`config.mk`:
```
export PLATFORM = sky130hd
export DESIGN_NAME = uart_tx_engine
export DESIGN_NICKNAME = d
export VERILOG_FILES = /design/src/rtl/uart_tx_engine.sv
export SDC_FILE = /design/constraint.sdc
export NUM_CORES = 1
export LEC_CHECK = 0
export CAP_MARGIN = 40
export CORE_UTILIZATION = 50
export DETAILED_ROUTE_END_ITERATION = 12
export HOLD_SLACK_MARGIN = 0.1
export PLACE_DENSITY = 0.66
export SYNTH_ARGS = -nofsm -noshare
export SYNTH_HDL_FRONTEND = slang
export SYNTH_SLANG_ARGS = --single-unit
```
`constraint.sdc`:
```
create_clock -name ACLK -period 3.6 [get_ports ACLK]
set_input_delay 0.72 -clock ACLK [delete_from_list [all_inputs] [get_ports ACLK]]
set_output_delay 0.72 -clock ACLK [all_outputs]
set_load 0.02 [all_outputs]
```
`src/rtl/uart_tx_engine.sv`:
```
// uart_tx_engine: FIFO-buffered UART transmitter. Sends start, 7/8 data bits LSB first,
// optional parity and one stop bit, with bit timing taken from an oversample strobe.
module uart_tx_engine #(
    parameter int unsigned OVERSAMPLE = 16,
    parameter int unsigned FIFO_DEPTH = 4
) (
    input  logic       ACLK,
    input  logic       ARESETn,
    input  logic       tx_sample_pulse,
    input  logic       data_bits,
    input  logic       parity_en,
    input  logic       parity_odd0_even1,
    input  logic       tx_data_reg_wr,
    input  logic [7:0] tx_data,
    output logic       tx_ready,
    output logic       tx_empty,
    output logic       tx_busy,
    output logic       overflow,
    output logic       UART_TX
);

    localparam int unsigned AW  = (FIFO_DEPTH > 1) ? $clog2(FIFO_DEPTH) : 1;
    localparam int unsigned CW  = AW + 1;
    localparam int unsigned OSW = (OVERSAMPLE > 1) ? $clog2(OVERSAMPLE) : 1;
    localparam logic [CW-1:0]  FULL_CNT = CW'(FIFO_DEPTH);
    localparam logic [OSW-1:0] OS_LAST  = OSW'(OVERSAMPLE - 1);

    typedef enum logic [2:0] {
        S_IDLE,
        S_START,
        S_DATA,
        S_PARITY,
        S_STOP
    } state_t;

    // Frame format captured at pop so mid-frame config writes cannot corrupt a frame
    typedef struct packed {
        logic eight_bits;
        logic par_en;
        logic par_bit;
    } frame_cfg_t;

    state_t         state, state_d;
    logic           pop;

    logic [7:0]     fifo_mem [FIFO_DEPTH];
    logic [AW-1:0]  wr_ptr, rd_ptr;
    logic [CW-1:0]  fifo_cnt, fifo_cnt_d;
    logic           fifo_full, fifo_nempty, push;
    logic [7:0]     pop_byte, sent_byte;

    logic [OSW-1:0] os_cnt, os_cnt_d;
    logic [2:0]     bit_cnt, bit_cnt_d;
    logic [7:0]     shift, shift_d;
    frame_cfg_t     cfg, cfg_d;
    logic           bit_tick, last_bit;

    logic           line_d, busy_d, empty_d, ready_d, ovf_d;

    assign fifo_full   = (fifo_cnt == FULL_CNT);
    assign fifo_nempty = (fifo_cnt != '0);
    assign push        = tx_data_reg_wr && !fifo_full;
    assign pop_byte    = fifo_mem[rd_ptr];
    assign sent_byte   = {pop_byte[7] & data_bits, pop_byte[6:0]};
    assign bit_tick    = tx_sample_pulse && (os_cnt == OS_LAST);
    assign last_bit    = (bit_cnt == (cfg.eight_bits ? 3'd7 : 3'd6));

    // Holding FIFO storage; flushing is done by the pointer/count reset
    always_ff @(posedge ACLK) begin
        if (push) begin
            fifo_mem[wr_ptr] <= tx_data;
        end
    end

    always_comb begin
        fifo_cnt_d = fifo_cnt;
        if (push && !pop) begin
            fifo_cnt_d = fifo_cnt + CW'(1);
        end else if (pop && !push) begin
            fifo_cnt_d = fifo_cnt - CW'(1);
        end
    end

    always_ff @(posedge ACLK or negedge ARESETn) begin
        if (!ARESETn) begin
            wr_ptr   <= '0;
            rd_ptr   <= '0;
            fifo_cnt <= '0;
        end else begin
            if (push) begin
                wr_ptr <= wr_ptr + AW'(1);
            end
            if (pop) begin
                rd_ptr <= rd_ptr + AW'(1);
            end
            fifo_cnt <= fifo_cnt_d;
        end
    end

    // FSM state register
    always_ff @(posedge ACLK or negedge ARESETn) begin
        if (!ARESETn) begin
            state <= S_IDLE;
        end else begin
            state <= state_d;
        end
    end

    // Next state; a pop happens from IDLE or at the end of STOP for back-to-back frames
    always_comb begin
        state_d = state;
        pop     = 1'b0;
        case (state)
            S_IDLE: begin
                if (fifo_nempty) begin
                    state_d = S_START;
                    pop     = 1'b1;
                end
            end
            S_START: begin
                if (bit_tick) begin
                    state_d = S_DATA;
                end
            end
            S_DATA: begin
                if (bit_tick && last_bit) begin
                    state_d = cfg.par_en ? S_PARITY : S_STOP;
                end
            end
            S_PARITY: begin
                if (bit_tick) begin
                    state_d = S_STOP;
                end
            end
            S_STOP: begin
                if (bit_tick) begin
                    if (fifo_nempty) begin
                        state_d = S_START;
                        pop     = 1'b1;
                    end else begin
                        state_d = S_IDLE;
                    end
                end
            end
            default: begin
                state_d = S_IDLE;
            end
        endcase
    end

    // Serialiser datapath: oversample counter, bit counter, shift register, frame config
    always_comb begin
        os_cnt_d  = os_cnt;
        bit_cnt_d = bit_cnt;
        shift_d   = shift;
        cfg_d     = cfg;
        if (pop) begin
            os_cnt_d         = '0;
            bit_cnt_d        = '0;
            shift_d          = pop_byte;
            cfg_d.eight_bits = data_bits;
            cfg_d.par_en     = parity_en;
            cfg_d.par_bit    = parity_odd0_even1 ? ^sent_byte : ~^sent_byte;
        end else if ((state != S_IDLE) && tx_sample_pulse) begin
            os_cnt_d = bit_tick ? '0 : os_cnt + OSW'(1);
            if ((state == S_DATA) && bit_tick) begin
                shift_d   = {1'b0, shift[7:1]};
                bit_cnt_d = bit_cnt + 3'd1;
            end
        end
    end

    always_ff @(posedge ACLK or negedge ARESETn) begin
        if (!ARESETn) begin
            os_cnt  <= '0;
            bit_cnt <= '0;
            shift   <= '0;
            cfg     <= '0;
        end else begin
            os_cnt  <= os_cnt_d;
            bit_cnt <= bit_cnt_d;
            shift   <= shift_d;
            cfg     <= cfg_d;
        end
    end

    // Output decode from the next state so registered outputs line up with the state
    always_comb begin
        line_d = 1'b1;
        busy_d = 1'b1;
        case (state_d)
            S_IDLE:   busy_d = 1'b0;
            S_START:  line_d = 1'b0;
            S_DATA:   line_d = shift_d[0];
            S_PARITY: line_d = cfg_d.par_bit;
            default:  line_d = 1'b1;
        endcase
        empty_d = !busy_d && (fifo_cnt_d == '0);
        ready_d = (fifo_cnt_d != FULL_CNT);
        ovf_d   = tx_data_reg_wr && fifo_full;
    end

    always_ff @(posedge ACLK or negedge ARESETn) begin
        if (!ARESETn) begin
            UART_TX  <= 1'b1;
            tx_busy  <= 1'b0;
            tx_empty <= 1'b1;
            tx_ready <= 1'b1;
            overflow <= 1'b0;
        end else begin
            UART_TX  <= line_d;
            tx_busy  <= busy_d;
            tx_empty <= empty_d;
            tx_ready <= ready_d;
            overflow <= ovf_d;
        end
    end

endmodule

```
==> run_results.csv, run 1 <==
group,metric,value,unit
cells_and_area,fin_nets,262,
floorplanning,die_w,78.3,um
sta,hold_violations,0,
placed_design,portBuffers,19,
route,vias,1671,
synth,synth-main-ff-cell,"edfxtp_1",
sta,finalClockSkew,0.00906,ns
sta,fmax,410,MHz
setup_path,end_kind,"register",
synth,netlist_area,0.00291,mm2
clocking,cts_setup_buffers,0,
min_path,min_from,"cfg[2]",
floorplanning,die_area,0.00614,mm2
synth,synth_area_leaders,"edfxtp_1 (33%), dfrtp_1 (26%), mux4_1 (5.4%), xnor2_1 (4.2%), ha_1 (3.9%)",
sta,setup_violations,0,
clocking,htreeDepth,3,
setup_path,cp.buffers_inverters,1,
clocking,clk_latency,0.34,ns
setup_path,criticalPathCategory,"in -> reg",
synth,synthCells,213,
clocking,cts_tree,"yes",
sta,setup_slack,1.16,ns
min_path,hold_path.class,"reg -> reg",
route,firstDrtPassIters,4,
setup_path,cpMostUsedCell,"or3_1",
cells_and_area,n_fill_cell,447,
cells_and_area,diodes,0,
floorplanning,die_h,78.3,um
sta,rsz0062_at_grt,"false",
setup_path,crit_family,"simple AND/OR/NAND/NOR gates",
synth,async_reset_ff_share,50.8,%
flow_run,cap_violations,0,
cells_and_area,syn_to_final_growth,17.1,%
setup_path,cp_max_fo,9,
setup_path,r2r_setup_slack,1.27,ns
synth,synth_edf_count,32,
synth,yosysTopAreaCellShare,33.0,%
placed_design,post-place-ws,0.821,ns
clocking,clockBufferDepth,2,
grt,grt_use_total,17.7,%
synth,yosysUniqueCellTypes,40,
setup_path,cp_cell_sequence,"clkdlybuf4s50_1 -> nand4_2 -> or3_1 -> nor2_1 -> a22o_1 -> or3_1 -> nor3b_1",
sta,final.period_utilization,67.8,%
synth,synth_seq_area_share,61.4,%
clocking,clkTransAtPathRegs,0.07,ns
floorplanning,rows,27,
floorplanning,core,0.00557,mm2
clocking,ctsHoldBuffers,0,
cells_and_area,layout-drive-gt1-share,11.5,%
min_path,holdPathEnd,"cfg[2]",
route,wl,4740,um
sta,slew_headroom,63.0,%
grt,grt_pass1_wl,8000,um
route,drc,0,
synth,synth_warnings,0,
pwr,p_leak,1.36,nW
setup_path,crit_arrival,2.68,ns
min_path,hold_depth,1,
setup_path,cp_slowest_cell,"clkdlybuf4s50_1",
setup_path,r2r-end,"cfg[0]",
cells_and_area,multi_input_area,0.00106,mm2
setup_path,worstReg2RegStart,"rd_ptr[0]",
placed_design,gp_congestion,0.751,
sta,finalMaxSlewViolations,0,
synth,syn_nets,237,
route,first_iter_violations,79,
clocking,numCtsBuffers,9,
clocking,cts_resized,0,
setup_path,crit_path_start_kind,"primary input",
status,outcome,"finished clean",
route,ant_nets,0,
grt,grt_overflow,0,
grt,grt_pass1_vias,1680,
synth,synth_area_leader_cell,"edfxtp_1",
setup_path,worst-r2r-cell-count,6,
sta,worstMarginPinSlew,0.551,ns
grt,antenna_found_initial,0,
pwr,p_per_area,821,mW/mm2
sta,layout_min_cycle_time,2.44,ns
pwr,peakVddDrop,0.000400,V
route,vias_per_cell,5.30,
floorplanning,start_util,52.3,%
setup_path,critPathRequiredTime,3.84,ns
grt,grt_max_degree,34,
cells_and_area,seqCellArea,0.00179,mm2
clocking,clkSinkCount,65,
placed_design,place.detailed.hpwl,3270,um
synth,ys_seq_elements,65,
route,wl_per_cell,15.0,um
setup_path,max_stage_delay,0.45,ns
clocking,root_buffer,"clkbuf_8",
floorplanning,ios,20,
synth,syn_avg_cell_area,13.7,um2
sta,setup-tns-final,0,ns
cell usage in the layout, fill, tap and decap left out, types with 7 or more instances in the layout:
master,n
ha_1,9
mux2i_1,8
clkbuf_8,9
edfxtp_1,32
dfrtp_1,30
nand2_1,25
xnor2_1,14
o21ai_0,15
inv_1,7
clkdlybuf4s50_1,19
nor2_1,10
cells by family (layout without fill, tap and decap cells):
kind of cell | count (synthesis) | in the layout | synth area share [%]
AO/OA/AOI/OAI | 31 | 31 | 6.87
adder cells (fa/ha/maj) | 9 | 9 | 3.86
buffers and inverters | 14 | 44 | 2.28
multiplexers | 17 | 17 | 10.1
flip-flops | 65 | 65 | 61.4
XOR/XNOR | 18 | 18 | 5.67
AND/OR/NAND/NOR | 59 | 59 | 9.79
stage by stage:
step           total power (W)  instance area [um2]  hold WS, ns  util [%]  instances
4_1_cts                0.00284                 3410        0.537      61.2        315
2_1_floorplan          0.00186                 2910        0.424         -        213
5_1_grt                0.00299                 3410        0.546      61.2        315
3_3_place_gp           0.00207                 3170        0.516      56.9        299
3_5_place_dp           0.00209                 3170        0.520      56.9        299
6_report               0.00280                 3410        0.531      61.2        315
state kept, by name, indices dropped and copies added, names as in the netlist, 3 cells and up:
signal / flops
bit_cnt: 3
cfg: 3
fifo_cnt: 3
fifo_mem: 32
os_cnt: 4
shift: 8
state: 3
Yosys cell counts (2+ instances only):
cell type	instances
o211ai_1	3
nand2_1	25
o21ai_0	15
ha_1	9
dfstp_2	3
and3_1	6
nand2b_1	2
or3_1	3
mux4_1	6
inv_1	7
nor2_1	10
mux4_2	2
clkbuf_1	3
nand3_1	3
and2_1	2
dfrtp_1	30
xor2_1	3
nor3_1	3
mux2i_1	8
a21oi_1	6
xnor2_1	14
edfxtp_1	32
worst max-delay path by stage:
stage                    end            start  cells past startpoint
finish              tx_empty  tx_sample_pulse                      7
global route         UART_TX  tx_sample_pulse                      7
floorplan           tx_empty  tx_sample_pulse                      7
CTS                 tx_empty  tx_sample_pulse                      7
global placement    tx_empty  tx_sample_pulse                      7
detailed placement  tx_empty  tx_sample_pulse                      7
layer usage:
metal / GRT usage (%) / share of wire, % / vias up
li1: - / - / 825
met1: 23.1 / 48 / 822
met3: 4.88 / 2.5 / 7
met2: 27.6 / 48 / 17
met4: 8.33 / 1.3 / 0
met5: 0 / 0 / -
area by class of cell:
cell class	count	area share [%]
multi-input combinational	134	31.0
tap	72	2.64
sequential	65	52.5
clock inverter	7	3.48
timing repair buffer	21	6.01
clock buffer	9	3.63
inverter	7	0.770
report_power, final:
group	internal (W)	total, W	switching, W
sequential	0.00101	0.00116	0.000149
clock	0.000459	0.000741	0.000282
combinational	0.000440	0.000900	0.000460
total	0.00191	0.00280	0.000891
No activity file was read; power rests on OpenSTA's default activity.
==> inputs of run 2 (changes only) <==
PLACE_DENSITY = 0.69   (was 0.66)
clock period = 2.1 ns   (was 3.6 ns; I/O delays follow)
==> run 2 against run 1 <==
Compared with the run above:
- critical path type is now reg -> reg
- core utilization increased by 1.9 points
- setup slack got worse by 1.0 ns
- sequential power increased by 69%
- first-iteration DRC count increased by 10%
- global-route usage increased by 0.72 points
- clock skew about the same
- die area unchanged
- sequential share of layout area decreased by 1.5 points
- critical endpoint is now cfg[0]
- cell count increased by 4.4%
- register-to-register slack got worse by 1.1 ns
- highest routed layer unchanged
- via count increased by 4.1%
- non-clock buffer count increased by 14
==> run_results.csv, run 2 (synthesis results as in run 1) <==
group,metric,value,unit
setup_path,cp_slowest_cell,"mux4_1",
route,wl_per_cell,14.9,um
pwr,p_per_area,1400,mW/mm2
cells_and_area,final_common_cell,"edfxtp_1",
clocking,root_buffer,"clkbuf_8",
cells_and_area,largest_reg_flops,32,
grt,met3_usage,4.19,%
clocking,htreeDepth,3,
cells_and_area,top_regs,"fifo_mem: 32 flops, shift: 8 flops, os_cnt: 4 flops",
sta,layout_min_cycle_time,1.98,ns
pwr,switching_share,32.9,%
sta,fmax,506,MHz
sta,slew_headroom,70.5,%
setup_path,cp_max_fo,6,
sta,rsz0062_at_grt,"true",
floorplanning,die_area,0.00614,mm2
clocking,cts_tree,"yes",
sta,worstMarginPinSlew,0.443,ns
pwr,p_leak,1.43,nW
clocking,clk_latency,0.33,ns
setup_path,r2r_setup_slack,0.12,ns
cells_and_area,diodes,0,
floorplanning,ios,20,
cells_and_area,fin_nets,276,
pwr,p_sw,0.00162,W
pwr,peakVddDrop,0.000638,V
grt,grt_overflow,0,
cells_and_area,mostFrequentLayoutCells,"edfxtp_1 (32), dfrtp_1 (29), nand2_1 (25)",
grt,antenna_found_initial,0,
floorplanning,start_util,52.3,%
sta,setup_slack,0.122,ns
status,outcome,"finished clean",
sta,setup-tns-final,0,ns
placed_design,placed_area,0.00326,mm2
min_path,hold_path.class,"in -> async",
cells_and_area,layout-drive-gt1-share,18.3,%
floorplanning,core,0.00557,mm2
setup_path,crit_family,"multiplexers",
pwr,seqPwrFrac,39.9,%
clocking,clkTransAtPathRegs,0.08,ns
setup_path,critPathRequiredTime,2.32,ns
sta,hold_violations,0,
cells_and_area,seqCellArea,0.00179,mm2
placed_design,gp_congestion,0.738,
route,ant_nets,0,
clocking,numCtsBuffers,9,
clocking,clkSinkCount,65,
grt,grt_pass1_wl,8230,um
grt,grt_use_total,18.5,%
cells_and_area,syn_to_final_growth,20.7,%
flow_run,cap_violations,0,
setup_path,max_stage_delay,0.65,ns
setup_path,crit_arrival,2.20,ns
setup_path,cpMostUsedCell,"xnor2_1",
clocking,clockBufferDepth,2,
setup_path,cp.buffers_inverters,1,
setup_path,crit_path_start_kind,"register",
cells_and_area,final_cell_area,0.00352,mm2
floorplanning,die_w,78.3,um
cells_and_area,top_register,"fifo_mem",
route,vias_per_cell,5.29,
sta,finalClockSkew,0.00893,ns
pwr,combPwrFrac,35.6,%
sta,setup_violations,0,
grt,grt-busiest-layer,"met2",
sta,final.period_utilization,94.2,%
grt,use_met2,28.3,%
placed_design,place.detailed.hpwl,3330,um
grt,met1_usage,24.2,%
grt,grt_max_degree,34,
pwr,p_int,0.00329,W
route,wl,4910,um
route,vias,1740,
setup_path,cp_cell_sequence,"buf_4 -> mux4_1 -> xnor2_2 -> xnor2_1 -> xnor2_1 -> a21oi_1",
pwr,clkPwrFrac,24.5,%
placed_design,post-place-ws,-0.171,ns
cells_and_area,n_fill_cell,447,
cells_and_area,multi_input_area,0.00107,mm2
sta,finalMaxSlewViolations,0,
route,firstDrtPassIters,4,
floorplanning,rows,27,
floorplanning,die_h,78.3,um
route,first_iter_violations,87,
pwr,p_total,0.00491,W
placed_design,portBuffers,19,
setup_path,end_kind,"register",
setup_path,criticalPathCategory,"reg -> reg",
grt,grt_pass1_vias,1709,
route,drc,0,
## run 2: layout make-up
class | instances | area share, %
repair buffers | 35 | 8.83
flip-flops and latches | 65 | 51.0
inverters | 7 | 0.747
clock inverters | 7 | 2.92
clock buffers | 9 | 3.52
multi-input cells | 134 | 30.5
well taps | 72 | 2.56
## run 2: through the flow
| step | hold slack [ns] | util (%) | std cells |
|---|---|---|---|
| final | 0.493 | 63.1 | 329 |
| after global routing | 0.529 | 63.1 | 329 |
| after CTS | 0.495 | 62.6 | 327 |
| after detailed placement | 0.518 | 58.5 | 311 |
| after global placement | 0.515 | 58.5 | 311 |
| after floorplan | 0.124 | - | 213 |
## run 2: routing by layer
metal	vias to the layer above	wire length (um)
met2	22	2440
met4	0	79
li1	855	-
met5	-	0
met1	858	2290
met3	5	105
## run 2: worst register-to-register path, delay by kind of cell (launching register included)
family / cells / cell delay, ns
buffers and inverters: 1 / 0.16
AO/OA/AOI/OAI: 1 / 0.09
flip-flops: 1 / 0.44
multiplexers: 1 / 0.65
XOR/XNOR: 3 / 0.52
## run 2: worst paths after layout
path / from / endpoint / cells past startpoint
worst max-delay path: rd_ptr[0] / cfg[0] / 6
worst min-delay path: ARESETn / fifo_cnt[1] / 2
worst max register to register: rd_ptr[0] / cfg[0] / 6
worst min register to register: cfg[2] / cfg[2] / 1
max in group asynchronous: ARESETn / tx_ready / 2
min in group ACLK: cfg[2] / cfg[2] / 1
## run 2: what timing repair did
| action | CTS | global route |
|---|---|---|
| setup buffers | 0 | 2 |
| gates cloned | 0 | 0 |
| resized for setup | 1 | 5 |
| hold buffers | 0 | 0 |
| setup endpoints to repair | 1 | 11 |
## run 2: power groups by stage
| stage | Combinational [W] | Clock (W) | Sequential (W) |
|---|---|---|---|
| floorplan | 0.00127 | 0 | 0.00193 |
| global placement | 0.00164 | 0 | 0.00198 |
| detailed placement | 0.00167 | 0 | 0.00198 |
| CTS | 0.00169 | 0.00123 | 0.00197 |
| global route | 0.00196 | 0.00127 | 0.00201 |
| finish | 0.00175 | 0.00120 | 0.00196 |
==> inputs of run 3 (changes only) <==
CTS_CLUSTER_DIAMETER = 150   (was default)
==> results of run 3 <==
Same layout as run 2: the final DEF is identical, and so are final timing and power.
